<file path="config.mk">
export PLATFORM = sky130hd
export DESIGN_NAME = icache
export DESIGN_NICKNAME = d
export VERILOG_FILES = /design/src/rtl/icache.sv
export SDC_FILE = /design/constraint.sdc
export NUM_CORES = 1
export LEC_CHECK = 0
export BUFFER_PORTS_ARGS = -buffer_cell sky130_fd_sc_hd__buf_4
export CAP_MARGIN = 10
export CORE_ASPECT_RATIO = 1.75
export CORE_MARGIN = 4
export CORE_UTILIZATION = 40
export DETAILED_ROUTE_END_ITERATION = 8
export GPL_ROUTABILITY_DRIVEN = 0
export PLACE_DENSITY = 0.67
export SYNTH_ARGS = -nofsm -noshare
export SYNTH_HDL_FRONTEND = slang
export SYNTH_SLANG_ARGS = --single-unit
</file>
<file path="constraint.sdc">
create_clock -name CLK -period 8.3 [get_ports CLK]
set_clock_uncertainty 0.15 [all_clocks]
set_input_delay 2.49 -clock CLK [delete_from_list [all_inputs] [get_ports CLK]]
set_output_delay 2.49 -clock CLK [all_outputs]
set_load 0.005 [all_outputs]
</file>
<file path="src/rtl/icache.sv">
// ============================================================================
//  Module   : icache
//  Purpose  : Direct-mapped, one-word-per-frame instruction cache with a
//             two-state miss FSM and saturating hit/miss statistics.
//  Revision : 1.0 - initial release
// ============================================================================
`default_nettype none

module icache #(
  parameter int SETS  = 16,
  parameter int CNT_W = 32
) (
  input  logic             CLK,
  input  logic             RST,
  input  logic             imemREN,
  input  logic [31:0]      imemaddr,
  output logic [31:0]      imemload,
  output logic             ihit,
  output logic             iREN,
  output logic [31:0]      iaddr,
  input  logic [31:0]      iload,
  input  logic             iwait,
  output logic [CNT_W-1:0] hit_count,
  output logic [CNT_W-1:0] miss_count
);

  localparam int IDX_W = $clog2(SETS);
  localparam int TAG_W = 32 - IDX_W - 2;

  typedef enum logic [0:0] {
    IDLE = 1'b0,
    FILL = 1'b1
  } state_t;

  state_t            state_q, state_d;
  logic [31:0]       miss_addr_q, miss_addr_d;
  logic [SETS-1:0]   valid_q;
  logic [TAG_W-1:0]  tag_q  [SETS];
  logic [31:0]       data_q [SETS];
  logic [CNT_W-1:0]  hit_count_q, hit_count_d;
  logic [CNT_W-1:0]  miss_count_q, miss_count_d;

  logic [IDX_W-1:0]  w_idx;
  logic [TAG_W-1:0]  w_tag;
  logic [IDX_W-1:0]  w_fill_idx;
  logic [TAG_W-1:0]  w_fill_tag;
  logic              w_hit;
  logic              w_miss;
  logic              w_fill;
  logic              w_unused_offset;

  assign w_idx           = imemaddr[IDX_W+1:2];
  assign w_tag           = imemaddr[31:IDX_W+2];
  assign w_fill_idx      = miss_addr_q[IDX_W+1:2];
  assign w_fill_tag      = miss_addr_q[31:IDX_W+2];
  assign w_unused_offset = ^imemaddr[1:0];

  assign w_hit = imemREN & valid_q[w_idx] & (tag_q[w_idx] == w_tag);

  always_comb begin
    state_d     = state_q;
    miss_addr_d = miss_addr_q;
    ihit        = 1'b0;
    imemload    = 32'h0;
    iREN        = 1'b0;
    iaddr       = 32'h0;
    w_miss      = 1'b0;
    w_fill      = 1'b0;
    case (state_q)
      IDLE: begin
        ihit = w_hit;
        if (w_hit) begin
          imemload = data_q[w_idx];
        end
        if (imemREN && !w_hit) begin
          miss_addr_d = {imemaddr[31:2], 2'b00};
          w_miss      = 1'b1;
          state_d     = FILL;
        end
      end
      FILL: begin
        // Serves the latched miss address regardless of what IF presents now.
        iREN  = 1'b1;
        iaddr = miss_addr_q;
        if (!iwait) begin
          w_fill  = 1'b1;
          state_d = IDLE;
        end
      end
      default: begin
        state_d = IDLE;
      end
    endcase
  end

  always_comb begin
    hit_count_d  = hit_count_q;
    miss_count_d = miss_count_q;
    if (ihit && (hit_count_q != {CNT_W{1'b1}})) begin
      hit_count_d = hit_count_q + CNT_W'(1);
    end
    if (w_miss && (miss_count_q != {CNT_W{1'b1}})) begin
      miss_count_d = miss_count_q + CNT_W'(1);
    end
  end

  always_ff @(posedge CLK or posedge RST) begin
    if (RST) begin
      state_q      <= IDLE;
      miss_addr_q  <= 32'h0;
      valid_q      <= '0;
      hit_count_q  <= '0;
      miss_count_q <= '0;
    end else begin
      state_q      <= state_d;
      miss_addr_q  <= miss_addr_d;
      hit_count_q  <= hit_count_d;
      miss_count_q <= miss_count_d;
      if (w_fill) begin
        valid_q[w_fill_idx] <= 1'b1;
      end
    end
  end

  // Tag/data need no reset: valid gates every use of them.
  always_ff @(posedge CLK) begin
    if (w_fill) begin
      tag_q[w_fill_idx]  <= w_fill_tag;
      data_q[w_fill_idx] <= iload;
    end
  end

  assign hit_count  = hit_count_q;
  assign miss_count = miss_count_q;

endmodule

`default_nettype wire

</file>
# Word-level counts from Yosys, hierarchy flattened
# Memory sizes are Yosys's and may differ from the RTL's.
# Cells that the tools add are included.
# Widths: inputs -> output; s select.
# word_totals
output_inout_bits	130
ramBits	928
memories	2
inputBits	68
regBits	111
# memory_table
memory	words	width	rd	rd_ports_with_merged_regs	write_ports	line	rtl
data_q	16	32	1	0	1	39	logic [31:0] data_q [SETS];
tag_q	16	26	1	0	1	38	logic [TAG_W-1:0] tag_q [SETS];
# op_classes
reduce_logical	6
n_bitwise	4
muxes	17
eq_ne	3
n_lt_le_gt_ge	3
addsub	2
# ops
operator	n
$mux 32	3
$add 32x1->32 const B	2
$ne 32x32->1 const B	2
$eq 26x26->1	1
$or 16x16->16	1
$mux 1	11
$lt 4x5->1 const B	2
$bmux 1 s4	1
$demux 1 s4	1
$ge 4x1->1 const B	1
$logic_and 1x1->1	4
$and 1x1->1	2
$pmux 1 s2	1
$reduce_and 2->1	1
$logic_not 1->1	1
$not 1->1	1

# Depth between registers and ports, before layout
# Gate-level depths: netlist of run 1.
# logic_depth
depth_word	9
depth_mapped	15
ltp_nobuf	9

# Worst setup path after synthesis of run 1
# OpenSTA, ideal clock, no wires.
# synth_path
path_kind	in2out
start	input imemaddr[3]
end	output imemload[10]
stages	13
required_ns	5.660
path_slack_ns	0.141
arrival_time_ns	5.519
path_cell_list	buf_4 -> buf_2 -> buf_2 -> mux4_2 -> mux2i_1 -> mux2i_1 -> xor2_1 -> nor2_1 -> nand3_1 -> or4_1 -> or4b_4 -> buf_6 -> nor2b_1
# synth_via
elab_chain_len	6
# synth_lines
element	line	rtl
start: declaration	16	input logic [31:0] imemaddr,
branches (longest 4 deep; another with $mem_v2 16x26)	n/a	
$mux 32 (*)	72	if (w_hit) begin
$mux 32 (*)	69	case (state_q)
end: declaration	17	output logic [31:0] imemload,
# Mark *: on every way between the ends. The select of a mux whose other input is x is not followed.

# Worst setup path after layout of run 1
# layout_path
start	input imemaddr[4]
end	output imemload[6]
# Same word-level chain as after synthesis.

==> results.cfg, run 1 <==
[synthesis]
synthCells = 2009
synth_warnings = 0
synth.area.mux_share_pct = 16.9
ys_top_cells_by_area = edfxtp_1 67%, mux4_2 13%, dfrtp_1 6.7%
synth_area_sq_um = 41400
yosys.area.top_type = edfxtp_1
synth_edf_count = 928
synth-simple-area-share_pct = 4.61
synth-seq-cells = 1039
synth_fa_ha_area_share_pct = 0.0604
synth_flop_cell = edfxtp_1
seq_area_frac_synth_pct = 74.0
synth.avg_cell_area_sq_um = 20.6
synth_top_family_by_area = multiplexers
synth-xor-area-share_pct = 1.99
synthDistinctLibCells = 69
synthDominantCellAreaShare_pct = 67.3
async_reset_ff_share_pct = 10.7
synth_compound_area_share_pct = 1.06

[power_and_ir_drop]
fin_total_pwr_mw = 11.7
powerDensity_nw_per_um2 = 239
ir_drop_mv = 0.168
leakage_nw = 16.9

[finish]
fillers = 8386
final_cell_mix = 928 x edfxtp_1, 309 x buf_4, 244 x mux4_2, 110 x dfrtp_1, 105 x clkbuf_16
final_common_cell = edfxtp_1
post-route-util_pct = 47.9
drive_above_1_share_pct = 35.6
final_area_sq_um = 49100
final_cell_count_no_fill = 3777
fin_nets = 2428
areaGrowthSynthToFinish_pct = 18.5

[route]
via_per_inst = 5.59
routedWlPerCell_um = 27.3
ant_nets = 0
drc = 0
drtPass1Iterations = 5
num_vias = 21100
wl_mm = 103
dr.first_iter.drc_count = 1976

[worst_setup_path]
critPathLaunchType = input pin
r2r_cells = 10
end_kind = output port
reg2reg_to = hit_count[1]
worstSetupPathType = input pin to output port
crit_required_ns = 5.66
cp_max_fo = 8
reg2reg_from = tag_q[15][18]
reg2reg_slack_ns = 4.43
cp.arrival_ns = 5.83

[grt]
grt.met3_usage_pct = 2.76
grt.total_usage_pct = 18.3
grt_pass1_vias = 22200
grt_use_met2_pct = 31.9
grt.busiest_layer = met2
global_route.overflow_total = 0
antenna_found_initial = 6
use_met1_pct = 24.1
grt_start_max_net_pins = 85
grt_pass1_wl_mm = 149

[timing]
final.setup.tns_ns = -4.37
rsz0062_at_grt = yes
max_freq_mhz = 118
post-route-min-period_ns = 8.47
finalHoldViolCount = 0
max-slew-margin-rel_pct = 25.6
setup_slack_ns = -0.170
fin_hold_ws_ns = 0.312
finalSetupViolCount = 32
tightest_slew_ns = 1.11
fin_crit_sh_pct = 102
finalMaxSlewViolations = 0

[clock_network]
clk_path_buf_depth = 3
clkTransAtPathRegs_ns = 0.06
clk_latency_ns = 0.67
root_buffer = clkbuf_16
cts_hold_buf = 0
cts_tree = built
numCtsBuffers = 99
clkSinkCount = 1039
cts_max_level = 3

[floorplanning]
die-width_um = 251
ioPinCount = 198
num_rows = 155
start_util_pct = 40.5
core_sq_um = 102000
die_h_um = 434
die_area_sq_um = 109000

[outcome]
failed_checks = setup timing
status = finished, violations left

[place]
dpl_cell_area_sq_um = 45300
portBuffers = 193
dp.cells = 3575
place_ws_ns = -0.323
hpwl_mm = 59.8

[min_path]
hold_depth = 1
worst_hold_path.endpoint = valid_q[5]
hold_path.class = register to register
hp-start = valid_q[5]

[job]
cap_violations = 0
-- timing repair --
item | in CTS | in global routing
endpoints found under the setup margin | 33 | 33
pin swaps | 2 | 4
resized for setup | 19 | 39
gates cloned | 0 | 4
setup buffers | 5 | 7
-- cells by family (layout without fill, tap and decap cells) --
family                     Yosys count  after routing
AOI/OAI and AO/OA                   58             58
xor gates and xnor gates            94             94
muxes                              376            376
other                                1              6
and+or+nand+nor                    334            334
adders and majority gates            2              2
buffers and inverters              105            534
DFF                               1039           1039
-- cell type report --
cell class / count / area [sq um] / area share (%)
flip-flops and latches: 1039 / 30600 / 62.4
multi-input cells: 866 / 10500 / 21.4
repair buffers: 345 / 2940 / 5.99
clock buffers: 123 / 2680 / 5.46
well taps: 1334 / 1670 / 3.40
clock inverters: 59 / 614 / 1.25
inverters: 7 / 28.8 / 0.0586
diodes: 4 / 10.0 / 0.0204
-- flip-flops by register name, summed over array words and instances, names as in the netlist --
name,flops
tag_q,416
hit_count,32
state_q,1
miss_addr_q,30
data_q,512
miss_count,32
valid_q,16
-- where the power goes --
group	leakage, nW	total, mW	switching (mW)	internal, mW
Combinational	5.51	0.935	0.476	0.459
Clock	1.61	4.56	1.92	2.64
Sequential	9.79	6.22	0.207	6.02
Total	16.9	11.7	2.60	9.12
-- worst max-delay path by stage --
stage,start,end,slack (ns)
2_1_floorplan,imemaddr[3],imemload[10],0.14
3_3_place_gp,imemaddr[4],imemload[6],-0.29
3_5_place_dp,imemaddr[4],imemload[22],-0.32
4_1_cts,imemaddr[4],imemload[8],-0.12
5_1_grt,imemaddr[4],imemload[15],-0.24
6_report,imemaddr[4],imemload[6],-0.17
-- Yosys cell counts (29+ instances only) --
cell and count:
and2_1 33, buf_2 38, clkbuf_1 34, dfrtp_1 111, edfxtp_1 928, mux2_2 30
mux2_4 29, mux2i_1 72, mux4_2 244, nand2_1 40, nand3_1 30, nor2_1 45
nor2b_1 44, xnor2_1 44, xor2_1 50
-- worst max-delay path, stage by stage --
cell	delay, ns
clkbuf_16	0.14
clkbuf_16	0.16
mux4_2	0.50
mux2i_1	0.14
mux2i_1	0.09
xor2_1	0.22
or3_1	0.39
or4_4	0.49
or4b_4	0.64
clkbuf_16	0.27
nor2b_4	0.13
buf_6	0.10
-- layer usage --
layer	routed length, um	vias to the layer above
met5	0	-
met4	2660	0
met3	7160	145
met2	53400	903
met1	39800	11200
li1	-	8876
Note: power is estimated with default switching activity, not from simulation.
==> inputs of run 2 (changes only) <==
Settings changed: PLACE_DENSITY 0.67 to 0.69.
Clock period 8.3 ns to 7.52 ns, I/O delays scaled along.
==> results.cfg, run 2 (synthesized netlist as in run 1, its figures left out) <==
[grt]
grt.total_usage_pct = 18.3
grt_start_max_net_pins = 69
antenna_found_initial = 4
global_route.overflow_total = 0
grt_pass1_vias = 22200
grt_pass1_wl_mm = 148

[worst_setup_path]
cp.arrival_ns = 5.59
reg2reg_from = tag_q[15][3]
cp_max_fo = 14
crit_start = imemaddr[4]
r2r_cells = 13
path_cells = buf_16 -> mux4_2 -> mux2i_1 -> xor2_1 -> nand3_1 -> a21oi_2 -> nand4bb_1 -> or4_4 -> or4b_4 -> buf_12 -> buf_12 -> nor2b_2 -> buf_4
slowest_delay_ns = 0.60
path_common_cell = buf_12
worstSetupPathType = input pin to output port
crit_required_ns = 5.11
reg2reg_to = miss_addr_q[24]
timing.critical_path.to = imemload[26]
critPathLaunchType = input pin
end_kind = output port
crit_path_top_delay_cell = or4b_4
reg2reg_slack_ns = 3.39

[timing]
fin_crit_sh_pct = 106
finalSetupViolCount = 33
setup_slack_ns = -0.476
post-route-min-period_ns = 8.00
max_freq_mhz = 125
rsz0062_at_grt = yes
finalHoldViolCount = 0
tightest_slew_ns = 1.32
final.setup.tns_ns = -14.41
fin_hold_ws_ns = 0.319
finalMaxSlewViolations = 0
max-slew-margin-rel_pct = 12.1

[route]
routedWlPerCell_um = 26.6
drc = 0
dr.first_iter.drc_count = 1954
wl_mm = 101
via_per_inst = 5.56
wl_met1_mm = 38.8
num_vias = 21100
ant_nets = 0
drtPass1Iterations = 7
dr.max_layer_used = met4
wl_met3_mm = 6.53
wl_met2_mm = 52.2

[finish]
fillers = 8281
areaGrowthSynthToFinish_pct = 19.4
drive_above_1_share_pct = 37.1
reg_top3 = data_q x512, tag_q x416
top_register = data_q
largest_register_ffs = 512
final_cell_count_no_fill = 3791
final_cell_mix = 928 x edfxtp_1, 326 x buf_4, 244 x mux4_2, 110 x dfrtp_1, 96 x clkbuf_16
final_common_cell = edfxtp_1
fin_nets = 2447

[clock_network]
cts_tree = built
clkTransAtPathRegs_ns = 0.07
clk_path_buf_depth = 3
numCtsBuffers = 94
clkSinkCount = 1039
clk_latency_ns = 0.67
root_buffer = clkbuf_16
cts_max_level = 3

[power_and_ir_drop]
fin_total_pwr_mw = 13.1
ir_drop_mv = 0.172
powerDensity_nw_per_um2 = 264
leakage_nw = 17.1

[min_path]
hold_path.class = register to register
hold_depth = 1

[job]
cap_violations = 0

[floorplanning]
die_area_sq_um = 109000
num_rows = 155
die-width_um = 251
die_h_um = 434
ioPinCount = 198
core_sq_um = 102000
start_util_pct = 40.5

[outcome]
failed_checks = setup timing
status = finished, violations left

[place]
hpwl_mm = 58.8
portBuffers = 193
place_ws_ns = -0.600
dp.cells = 3601
run 2: cell types whose count changed in the layout (fill, tap and decap cells not counted), sizes merged:
cell	before	now
buf	342	369
bufinv	11	17
clkbuf	126	127
clkinv	41	23
clkinvlp	4	5
diode	4	2
inv	10	9
run 2: metrics by stage:
stage | instance area, sq um | util, %
2_1_floorplan | 41600 | -
3_3_place_gp | 45700 | 44.7
3_5_place_dp | 45700 | 44.7
4_1_cts | 49400 | 48.2
5_1_grt | 49500 | 48.3
6_report | 49500 | 48.3
run 2: layer usage:
metal  GRT usage (%)  vias to the layer above
met2            32.0                      828
met4            6.24                        0
met5               0                        -
met3            3.06                      165
met1            23.4                    11200
li1                -                     8909
run 2: worst min path at each step:
stage | startpoint | to
2_1_floorplan | valid_q[10] | valid_q[10]
3_3_place_gp | valid_q[6] | valid_q[6]
3_5_place_dp | valid_q[7] | valid_q[7]
4_1_cts | valid_q[3] | valid_q[3]
5_1_grt | valid_q[9] | valid_q[9]
6_report | valid_q[7] | valid_q[7]
run 2: power breakdown:
part / total, mW / internal [mW] / leakage (nW) / switching [mW]
sequential: 6.87 / 6.64 / 9.79 / 0.231
combinational: 1.04 / 0.519 / 5.70 / 0.518
clock: 5.15 / 3.06 / 1.63 / 2.08
run 2: critical path: cells and delay by family:
kind / cells / cell delay [ns]
and+or+nand+nor: 5 / 1.55
muxes: 2 / 0.69
buffers and inverters: 4 / 0.58
xor gates and xnor gates: 1 / 0.25
AOI/OAI and AO/OA: 1 / 0.22
run 2: area by class of cell:
class	count	area (sq um)	share of cell area (%)
flip-flops and latches	1039	30600	61.9
repair buffers	369	3180	6.43
well taps	1334	1670	3.37
diodes	2	5.00	0.0101
clock inverters	47	744	1.50
clock buffers	127	2640	5.33
multi-input cells	866	10600	21.4
inverters	7	28.8	0.0582
run 2: what timing repair did:
action / 4_1_cts / 5_1_grt
hold buffers: 0 / 0
pin swaps: 4 / 7
setup buffers: 10 / 3
cloned: 3 / 0
resized for setup: 25 / 21
endpoints found under the setup margin: 33 / 33
==> inputs of run 3 (changes only) <==
Settings changed: CORE_ASPECT_RATIO 1.75 to 2.
==> results.cfg, run 3 (synthesized netlist as in run 1, its figures left out) <==
[worst_setup_path]
path_cells = buf_16 -> buf_12 -> buf_4 -> buf_4 -> mux2i_1 -> a221oi_2 -> xnor2_1 -> a21oi_1 -> nand4bb_1 -> or4_1 -> or4b_4 -> buf_12 -> buf_12 -> nor2b_4 -> buf_6
cp.arrival_ns = 5.45
worstSetupPathType = input pin to output port
reg2reg_slack_ns = 3.63
slowest_delay_ns = 0.52
crit_required_ns = 5.11
critPathLaunchType = input pin
path_common_cell = buf_12
cp_max_fo = 10
end_kind = output port
crit_path_top_delay_cell = or4_1

[power_and_ir_drop]
powerDensity_nw_per_um2 = 260
comb_power_share_pct = 8.2
ir_drop_mv = 0.178
fin_total_pwr_mw = 12.8
power_switching_mw = 2.82
seq_power_share_pct = 53.6
leakage_nw = 17.1
switching_share_pct = 22.0
power_frac_clock_pct = 38.2
intPower_mw = 10.0

[finish]
reg_top3 = data_q x512, tag_q x416
largest_register_ffs = 512
post-route-util_pct = 48.1
final_area_sq_um = 49400
final_common_cell = edfxtp_1
final_cell_count_no_fill = 3800
top_register = data_q
final_cell_mix = 928 x edfxtp_1, 318 x buf_4, 244 x mux4_2, 111 x dfrtp_1, 95 x clkbuf_16
areaGrowthSynthToFinish_pct = 19.1
drive_above_1_share_pct = 37.3
fin_nets = 2444

[timing]
max_freq_mhz = 127
finalHoldViolCount = 0
fin_hold_ws_ns = 0.316
post-route-min-period_ns = 7.85
max-slew-margin-rel_pct = 38.4
finalMaxSlewViolations = 0
rsz0062_at_grt = yes
tightest_slew_ns = 0.924
setup_slack_ns = -0.335
finalSetupViolCount = 33
fin_crit_sh_pct = 104

[route]
drtPass1Iterations = 5
drc = 0
via_per_inst = 5.57
wl_mm = 102
ant_nets = 0
dr.first_iter.drc_count = 1854
num_vias = 21200
routedWlPerCell_um = 26.8

[clock_network]
clk_path_buf_depth = 3
root_buffer = clkbuf_16
cts_hold_buf = 0
cts_tree = built
cts_max_level = 3
clkSinkCount = 1039
numCtsBuffers = 92
clk_latency_ns = 0.66
clkTransAtPathRegs_ns = 0.06

[floorplanning]
ioPinCount = 198
core_sq_um = 103000
die_h_um = 463
start_util_pct = 40.4
num_rows = 166
die-width_um = 236
die_area_sq_um = 109000

[place]
portBuffers = 193
hpwl_mm = 58.7
dp.cells = 3610
dpl_cell_area_sq_um = 45700

[grt]
grt.total_usage_pct = 18.4
grt_pass1_vias = 22400
grt_start_max_net_pins = 105
antenna_found_initial = 6
grt_pass1_wl_mm = 150
global_route.overflow_total = 0

[min_path]
hold_path.class = register to register

[outcome]
failed_checks = setup timing
status = finished, violations left

[job]
cap_violations = 0
-- run 3: worst max-delay path, delay by kind of cell --
kind	cells	cell delay [ns]
AND/OR/NAND/NOR	4	1.33
buffers and inverters	7	1.02
multiplexers	1	0.14
AO/OA/AOI/OAI	2	0.44
XOR/XNOR	1	0.21
-- run 3: worst paths after layout --
path,start,end,cells past startpoint
min,valid_q[10],valid_q[10],1
max,imemaddr[4],imemload[4],15
max reg2reg,tag_q[15][17],miss_addr_q[16],11
min in group asynchronous,RST,hit_count[5],2
min reg2reg,valid_q[10],valid_q[10],1
max in group asynchronous,RST,miss_count[2],3
-- run 3: per-stage QoR --
stage	setup TNS, ns	worst slack (ns)
5_1_grt	-13.33	-0.427
3_3_place_gp	-19.43	-0.623
6_report	-10.37	-0.335
4_1_cts	-12.50	-0.407
2_1_floorplan	-1.60	-0.0575
3_5_place_dp	-19.03	-0.622
-- run 3: power by group through the flow --
stage               registers (mW)  logic, mW  clock network (mW)
finish                        6.87       1.05                4.90
global route                  6.91       1.12                5.22
CTS                           6.87       1.06                4.98
detailed placement            7.00       1.04                   0
global placement              6.95       1.01                   0
floorplan                     6.90      0.600                   0
-- run 3: cell type report --
class | instances | area, sq um
Fill cell | 8397 | 53200
Clock inverter | 55 | 652
Antenna cell | 5 | 12.5
Timing Repair Buffer | 368 | 3210
Clock buffer | 116 | 2490
Inverter | 7 | 28.8
Sequential cell | 1039 | 30600
Tap cell | 1344 | 1680
Multi-Input combinational cell | 866 | 10600
-- run 3: repair_timing --
action	in CTS	in global routing
setup buffers	7	3
pin swaps	6	8
resized for setup	56	15
cloned	4	0
endpoints found under the setup margin	33	33
-- run 3: per-layer routing --
layer  up-vias  GRT usage [%]  part of all wire [%]
met3       156           3.42                   6.4
met5         -              0                 0.027
met4         4           5.49                   2.6
li1       8894              -                     -
met2       782           32.6                    53
met1     11300           23.1                    38
